<file path="src/rtl/alu_op_sequencer_if.sv">
// alu_op_sequencer_if: request, ALU-drive and result ports of the ALU op sequencer.
interface alu_op_sequencer_if #(parameter int WIDTH = 8);
    logic             in_valid;
    logic             in_ready;
    logic [3:0]       in_op;
    logic [WIDTH-1:0] in_a;
    logic [WIDTH-1:0] in_b;
    logic [3:0]       alu_s;
    logic [WIDTH-1:0] alu_a;
    logic [WIDTH-1:0] alu_b;
    logic [WIDTH-1:0] alu_result;
    logic             out_valid;
    logic             out_ready;
    logic [WIDTH-1:0] out_result;
    logic             out_err;

    modport master (
        output in_valid, in_op, in_a, in_b, alu_result, out_ready,
        input  in_ready, alu_s, alu_a, alu_b, out_valid, out_result, out_err
    );
    modport slave (
        input  in_valid, in_op, in_a, in_b, alu_result, out_ready,
        output in_ready, alu_s, alu_a, alu_b, out_valid, out_result, out_err
    );
endinterface

</file>
<file path="src/rtl/alu_op_sequencer.sv">
// alu_op_sequencer: registered ALU select/operand driver with iterated single-bit shifts.
// Define ALU_OPSEQ_OPCHK_EN to trap opcodes 10-15 as errors instead of passing them to the ALU.
module alu_op_sequencer #(parameter int WIDTH = 8) (
    input logic clk,
    input logic rst,
    alu_op_sequencer_if.slave bus
);
    localparam int CW = $clog2(WIDTH + 1);
    localparam logic [1:0] IDLE  = 2'd0;
    localparam logic [1:0] EXEC  = 2'd1;
    localparam logic [1:0] SHIFT = 2'd2;
    localparam logic [1:0] DONE  = 2'd3;
    localparam logic [3:0] NOP   = 4'hF;
    localparam logic [WIDTH-1:0] WMAX = WIDTH'(WIDTH);

    logic [1:0]       state;
    logic [CW-1:0]    cnt;
    logic             cap;
    logic             trap;
    logic             is_shift;
    logic [WIDTH-1:0] amt;

    assign bus.in_ready = state == IDLE;

    always_comb begin
        is_shift = bus.in_op inside {[4'd6:4'd9]};
        amt = bus.in_b >= WMAX ? WMAX : bus.in_b;
`ifdef ALU_OPSEQ_OPCHK_EN
        trap = bus.in_op > 4'd9;
`else
        trap = 1'b0;
`endif
    end

    // cap marks ops whose result comes from the ALU in EXEC; no-ops preload out_result instead
    always_ff @(posedge clk or posedge rst) begin
        if (rst) begin
            state          <= IDLE;
            cnt            <= '0;
            cap            <= 1'b0;
            bus.alu_s      <= NOP;
            bus.alu_a      <= '0;
            bus.alu_b      <= '0;
            bus.out_valid  <= 1'b0;
            bus.out_result <= '0;
            bus.out_err    <= 1'b0;
        end else begin
            case (state)
                IDLE: if (bus.in_valid) begin
                    cap <= 1'b0;
                    if (trap) begin
                        bus.out_result <= '0;
                        bus.out_err    <= 1'b1;
                        state          <= EXEC;
                    end else if (!is_shift) begin
                        bus.alu_s <= bus.in_op;
                        bus.alu_a <= bus.in_a;
                        bus.alu_b <= bus.in_b;
                        cap       <= 1'b1;
                        state     <= EXEC;
                    end else if (amt == '0) begin
                        bus.out_result <= bus.in_a;
                        state          <= EXEC;
                    end else begin
                        bus.alu_s <= bus.in_op;
                        bus.alu_a <= bus.in_a;
                        bus.alu_b <= '0;
                        cnt       <= CW'(amt);
                        state     <= SHIFT;
                    end
                end
                EXEC: begin
                    if (cap) bus.out_result <= bus.alu_result;
                    bus.alu_s     <= NOP;
                    bus.out_valid <= 1'b1;
                    state         <= DONE;
                end
                SHIFT: begin
                    bus.alu_a <= bus.alu_result;
                    cnt       <= cnt - CW'(1);
                    if (cnt == CW'(1)) begin
                        bus.out_result <= bus.alu_result;
                        bus.alu_s      <= NOP;
                        bus.out_valid  <= 1'b1;
                        state          <= DONE;
                    end
                end
                default: if (bus.out_ready) begin
                    bus.out_valid <= 1'b0;
                    bus.out_err   <= 1'b0;
                    bus.alu_s     <= NOP;
                    state         <= IDLE;
                end
            endcase
        end
    end
endmodule

</file>
<file path="src/flat_wrapper.sv">
// flat-port wrapper written by rule: the top's interface ports become plain ports
module alu_op_sequencer_flat 
#(parameter int WIDTH = 8)
  (clk, rst, bus_in_valid, bus_in_op, bus_in_a, bus_in_b, bus_alu_result, bus_out_ready, bus_in_ready, bus_alu_s, bus_alu_a, bus_alu_b, bus_out_valid, bus_out_result, bus_out_err);
  alu_op_sequencer_if #(.WIDTH(WIDTH)) bus_i ();
  input logic clk;
  input logic rst;
  input wire logic [$bits(bus_i.in_valid)-1:0] bus_in_valid;
  input wire logic [$bits(bus_i.in_op)-1:0] bus_in_op;
  input wire logic [$bits(bus_i.in_a)-1:0] bus_in_a;
  input wire logic [$bits(bus_i.in_b)-1:0] bus_in_b;
  input wire logic [$bits(bus_i.alu_result)-1:0] bus_alu_result;
  input wire logic [$bits(bus_i.out_ready)-1:0] bus_out_ready;
  output wire logic [$bits(bus_i.in_ready)-1:0] bus_in_ready;
  output wire logic [$bits(bus_i.alu_s)-1:0] bus_alu_s;
  output wire logic [$bits(bus_i.alu_a)-1:0] bus_alu_a;
  output wire logic [$bits(bus_i.alu_b)-1:0] bus_alu_b;
  output wire logic [$bits(bus_i.out_valid)-1:0] bus_out_valid;
  output wire logic [$bits(bus_i.out_result)-1:0] bus_out_result;
  output wire logic [$bits(bus_i.out_err)-1:0] bus_out_err;
  assign bus_i.in_valid = bus_in_valid;
  assign bus_i.in_op = bus_in_op;
  assign bus_i.in_a = bus_in_a;
  assign bus_i.in_b = bus_in_b;
  assign bus_i.alu_result = bus_alu_result;
  assign bus_i.out_ready = bus_out_ready;
  assign bus_in_ready = bus_i.in_ready;
  assign bus_alu_s = bus_i.alu_s;
  assign bus_alu_a = bus_i.alu_a;
  assign bus_alu_b = bus_i.alu_b;
  assign bus_out_valid = bus_i.out_valid;
  assign bus_out_result = bus_i.out_result;
  assign bus_out_err = bus_i.out_err;
  alu_op_sequencer #(.WIDTH(WIDTH)) u_core (.clk(clk), .rst(rst), .bus(bus_i));
endmodule
</file>
<file path="config.mk">
export PLATFORM = sky130hd
export DESIGN_NAME = alu_op_sequencer_flat
export DESIGN_NICKNAME = d
export VERILOG_FILES = /design/src/rtl/alu_op_sequencer_if.sv /design/src/rtl/alu_op_sequencer.sv /design/src/flat_wrapper.sv
export SDC_FILE = /design/constraint.sdc
export NUM_CORES = 1
export LEC_CHECK = 0
export CAP_MARGIN = 25
export CELL_PAD_IN_SITES_DETAIL_PLACEMENT = 0
export CELL_PAD_IN_SITES_GLOBAL_PLACEMENT = 1
export CORE_MARGIN = 10
export CORE_UTILIZATION = 39
export CTS_BUF_LIST = sky130_fd_sc_hd__clkbuf_8
export CTS_CLUSTER_SIZE = 16
export DETAILED_ROUTE_END_ITERATION = 6
export PLACE_DENSITY = 0.92
export SLEW_MARGIN = 25
export SYNTH_ARGS = -nofsm -noshare
export SYNTH_HDL_FRONTEND = slang
export SYNTH_SLANG_ARGS = --single-unit
</file>
<file path="constraint.sdc">
create_clock -name clk -period 2.8 [get_ports clk]
set_input_delay 0.84 -clock clk [delete_from_list [all_inputs] [get_ports clk]]
set_output_delay 0.84 -clock clk [all_outputs]
set_load 0.01 [all_outputs]
</file>
==> impl_results.md <==
- Outcome: finished, final reports clean
- Cell with the most instances after synthesis: dfrtp_1
- Cells after Synth: 217
- Hold_ws: 467 ps
- CP Buf/Inv Count: 1
- Fillers: 483
- Unrepaired setup endpoints after global routing: no
- Die area: 8510 µm²
- Leading register cell type out of synthesis: dfrtp_1
- Pin count of the biggest net entering global routing: 37
- PortBufs: 61
- Non-Filler Instances: 355
- Final Hold Vio Count: 0
- Family with the most delay on the worst path: compound AO/OA/AOI/OAI gates
- Worst-skew pair later-pin latency: 290 ps
- CP endpoint kind: register
- CTS clk-pin slew, worst paths: 70 ps
- Int Pwr: 1.95 mW
- Leading area contributor after synthesis: dfrtp_1
- CTS tree: done
- Total CTS buffers: 5
- Worst Path Max Fanout: 16
- Final Max Tran Viols: 0
- Clk network pwr share: 0.126
- Register share of total power: 0.305
- Worst path arrival time: 2560 ps
- HPWL Detailed: 4320 µm
- CP cell instances: clkdlybuf4s50_1 -> and3b_1 -> o2111a_2 -> o211ai_2 -> o21ai_0
- Achievable Freq: 0.413 GHz
- Layout Area Growth over Synthesis: 41.5%
- Skew final: 3.59 ps
- GPL Wtd Cong: 0.838
- Initial drt markers: 100
- Number of setup buffers added after CTS: 0
- Die H: 92.2 µm
- Final wirelength: 5640 µm
- YS warnings: 0
- Cell variety after synth: 48
- Net switching power: 1.26 mW
- LEAKAGE: 1.24 nW
- Placeable Area: 5070 µm²
- Max Root-Sink Buffers: 2
- Area contributors post-synth: dfrtp_1 (39%), nand2_1 (5.7%), dfstp_2 (5.2%), mux2i_1 (4.4%), ha_1 (3.7%)
- Combinational share of power: 0.570
- Vias per cell: 5.23
- Initial antenna violation count: 0
- Final Net Count: 323
- Worst path required time: 2940 ps
- Share of cells above drive strength 1: 0.123
- N_diodes: 0
- Setup TNS: 0 ps
- H-tree Lvls: 2
- Number of flops mapped to enable cells by yosys: 0
- Detailed-router iteration count before antenna repair: 5
- Power Total: 3.21 mW
- Post-CTS Hold Buffers: 0
- Post-cts repair resize count: 0
- Gr ovfl total: 0
- Final worst-path cycle share: 0.864
- Max incr delay on CP: 500 ps
- Asr flop ratio synth: 1.00
- Total GRT Usage: 0.138
- Std-Cell Rows: 26
- Placement-stage cell area: 2790 µm²
- Post-Syn Area: 2040 µm²
- Slowest stage cell on the critical path: clkdlybuf4s50_1
- FF+latch count, synth: 36
- Antenna viol nets, final: 0
- Pwr per Cell Area: 1110 nW/µm²
- Io pins: 63
- Max IR drop VDD: 0.465 mV
- Slew HR: 0.503
- Max Cap Violations: 0
- Synth cell count leaders: dfrtp_1 (32), nand2_1 (31), inv_1 (16), nor2_1 (13)
- Dpl cells: 348
- Slew @ Worst Pin: 739 ps
- Register area share after synthesis: 0.445
- Switch share: 0.392
- Syn avg cell area: 9.38 µm²
- Final setup fails: 0
- Critical path class: primary input to register
- DR WL/cell: 15.9 µm
- Tmin final: 2420 ps
- Vias in the first global route: 1909
- DR vias: 1856
- First-pass GRT wire length: 9760 µm
- Yosys top cell area share: 0.393
- Post-synth net total: 255
- Clk sink count: 36
- Startpoint types: primary input
- Residual DRC count: 0
- Design area: 2880 µm²
- Initial Utilization: 0.401
- Clock root buffer: clkbuf_8
- DIE WIDTH: 92.2 µm
- Hold crit path type: register to register
[worst paths after layout]
path / startpoint / endpoint / slack (ps) / depth (start not counted)
max: bus_in_op[3] / u_core.bus.out_result[3] / 380 / 5
min: u_core.bus.alu_b[4] / u_core.bus.alu_b[4] / 470 / 2
max reg2reg: u_core.state[0] / u_core.bus.alu_s[1] / 740 / 6
min reg2reg: u_core.bus.alu_b[4] / u_core.bus.alu_b[4] / 470 / 2
max in group asynchronous: rst / u_core.bus.alu_s[3] / 1490 / 3
min in group asynchronous: rst / u_core.bus.out_valid / 960 / 3
[power groups by stage]
| stage | clock network (mW) | registers, mW | logic [mW] |
|---|---|---|---|
| floorplan | 0 | 1.05 | 0.986 |
| global placement | 0 | 0.983 | 1.82 |
| detailed placement | 0 | 0.981 | 1.87 |
| CTS | 0.409 | 0.981 | 1.86 |
| global route | 0.434 | 1.02 | 2.07 |
| finish | 0.404 | 0.979 | 1.83 |
[tightest hold or removal path, cell delays in order (launching register included)]
cell and delay (ps):
dfrtp_1 340, nand2_1 50, nand2_1 50
[per-stage QoR]
step | worst slack, ps | util
finish | 382 | 0.568
global route | 189 | 0.568
CTS | 369 | 0.568
detailed placement | 39.3 | 0.549
global placement | 139 | 0.549
floorplan | 780 | -
[cells in the final DEF, fill, tap and decap left out, types with 2 or more instances in the layout]
master           Yosys  final
a311oi_1             7      7
o31ai_1              5      5
a21boi_0             4      4
clkdlybuf4s50_1      0     61
buf_12               0      2
mux2_2               3      3
ha_1                 6      6
a31oi_1              2      2
a21oi_1              7      7
nor2_1              13     13
clkbuf_8             0      7
dfrtp_1             32     32
nor2b_1              2      2
buf_4                1     10
o21ai_1              2      2
nand3_1             10     10
mux2i_1              9      9
o21ai_0             10     10
dfstp_2              4      4
a211oi_1             8      8
inv_1               16     16
nand2_1             31     31
o22ai_1              2      2
nor3_1               4      4
a21boi_1             3      3
o22a_1               3      3
[state kept, by name, indices dropped and copies added (netlist names)]
name	cells
u_core.cnt	4
u_core.cap	1
u_core.bus.out_valid	1
u_core.state	2
u_core.bus.out_result	8
u_core.bus.alu_s	4
u_core.bus.alu_a	8
u_core.bus.alu_b	8
[kinds of logic (layout without fill, tap and decap cells)]
| logic type | Yosys count | count (layout) | share of synthesized area |
|---|---|---|---|
| DFF | 36 | 36 | 0.445 |
| buffers and inverters | 28 | 96 | 0.0608 |
| other | 1 | 1 | 0.00184 |
| muxes | 12 | 12 | 0.0608 |
| AOI/OAI and AO/OA | 63 | 63 | 0.223 |
| adders and majority gates | 6 | 6 | 0.0369 |
| and+or+nand+nor | 71 | 71 | 0.171 |
[cell type report]
| type | count | area, µm² | area share |
|---|---|---|---|
| clock buffer | 7 | 96.3 | 0.0334 |
| tap | 70 | 87.6 | 0.0304 |
| multi-input combinational | 153 | 1010 | 0.349 |
| timing repair buffer | 73 | 726 | 0.252 |
| inverter | 16 | 60.1 | 0.0208 |
| sequential | 36 | 906 | 0.314 |
[layer usage]
metal	routed length, µm	up-vias	track usage
li1	-	911	-
met1	2680	870	0.174
met2	2430	69	0.215
met3	499	6	0.0579
met5	0	-	0
met4	35	0	0.0334
Power figures use the tool's default switching activity.
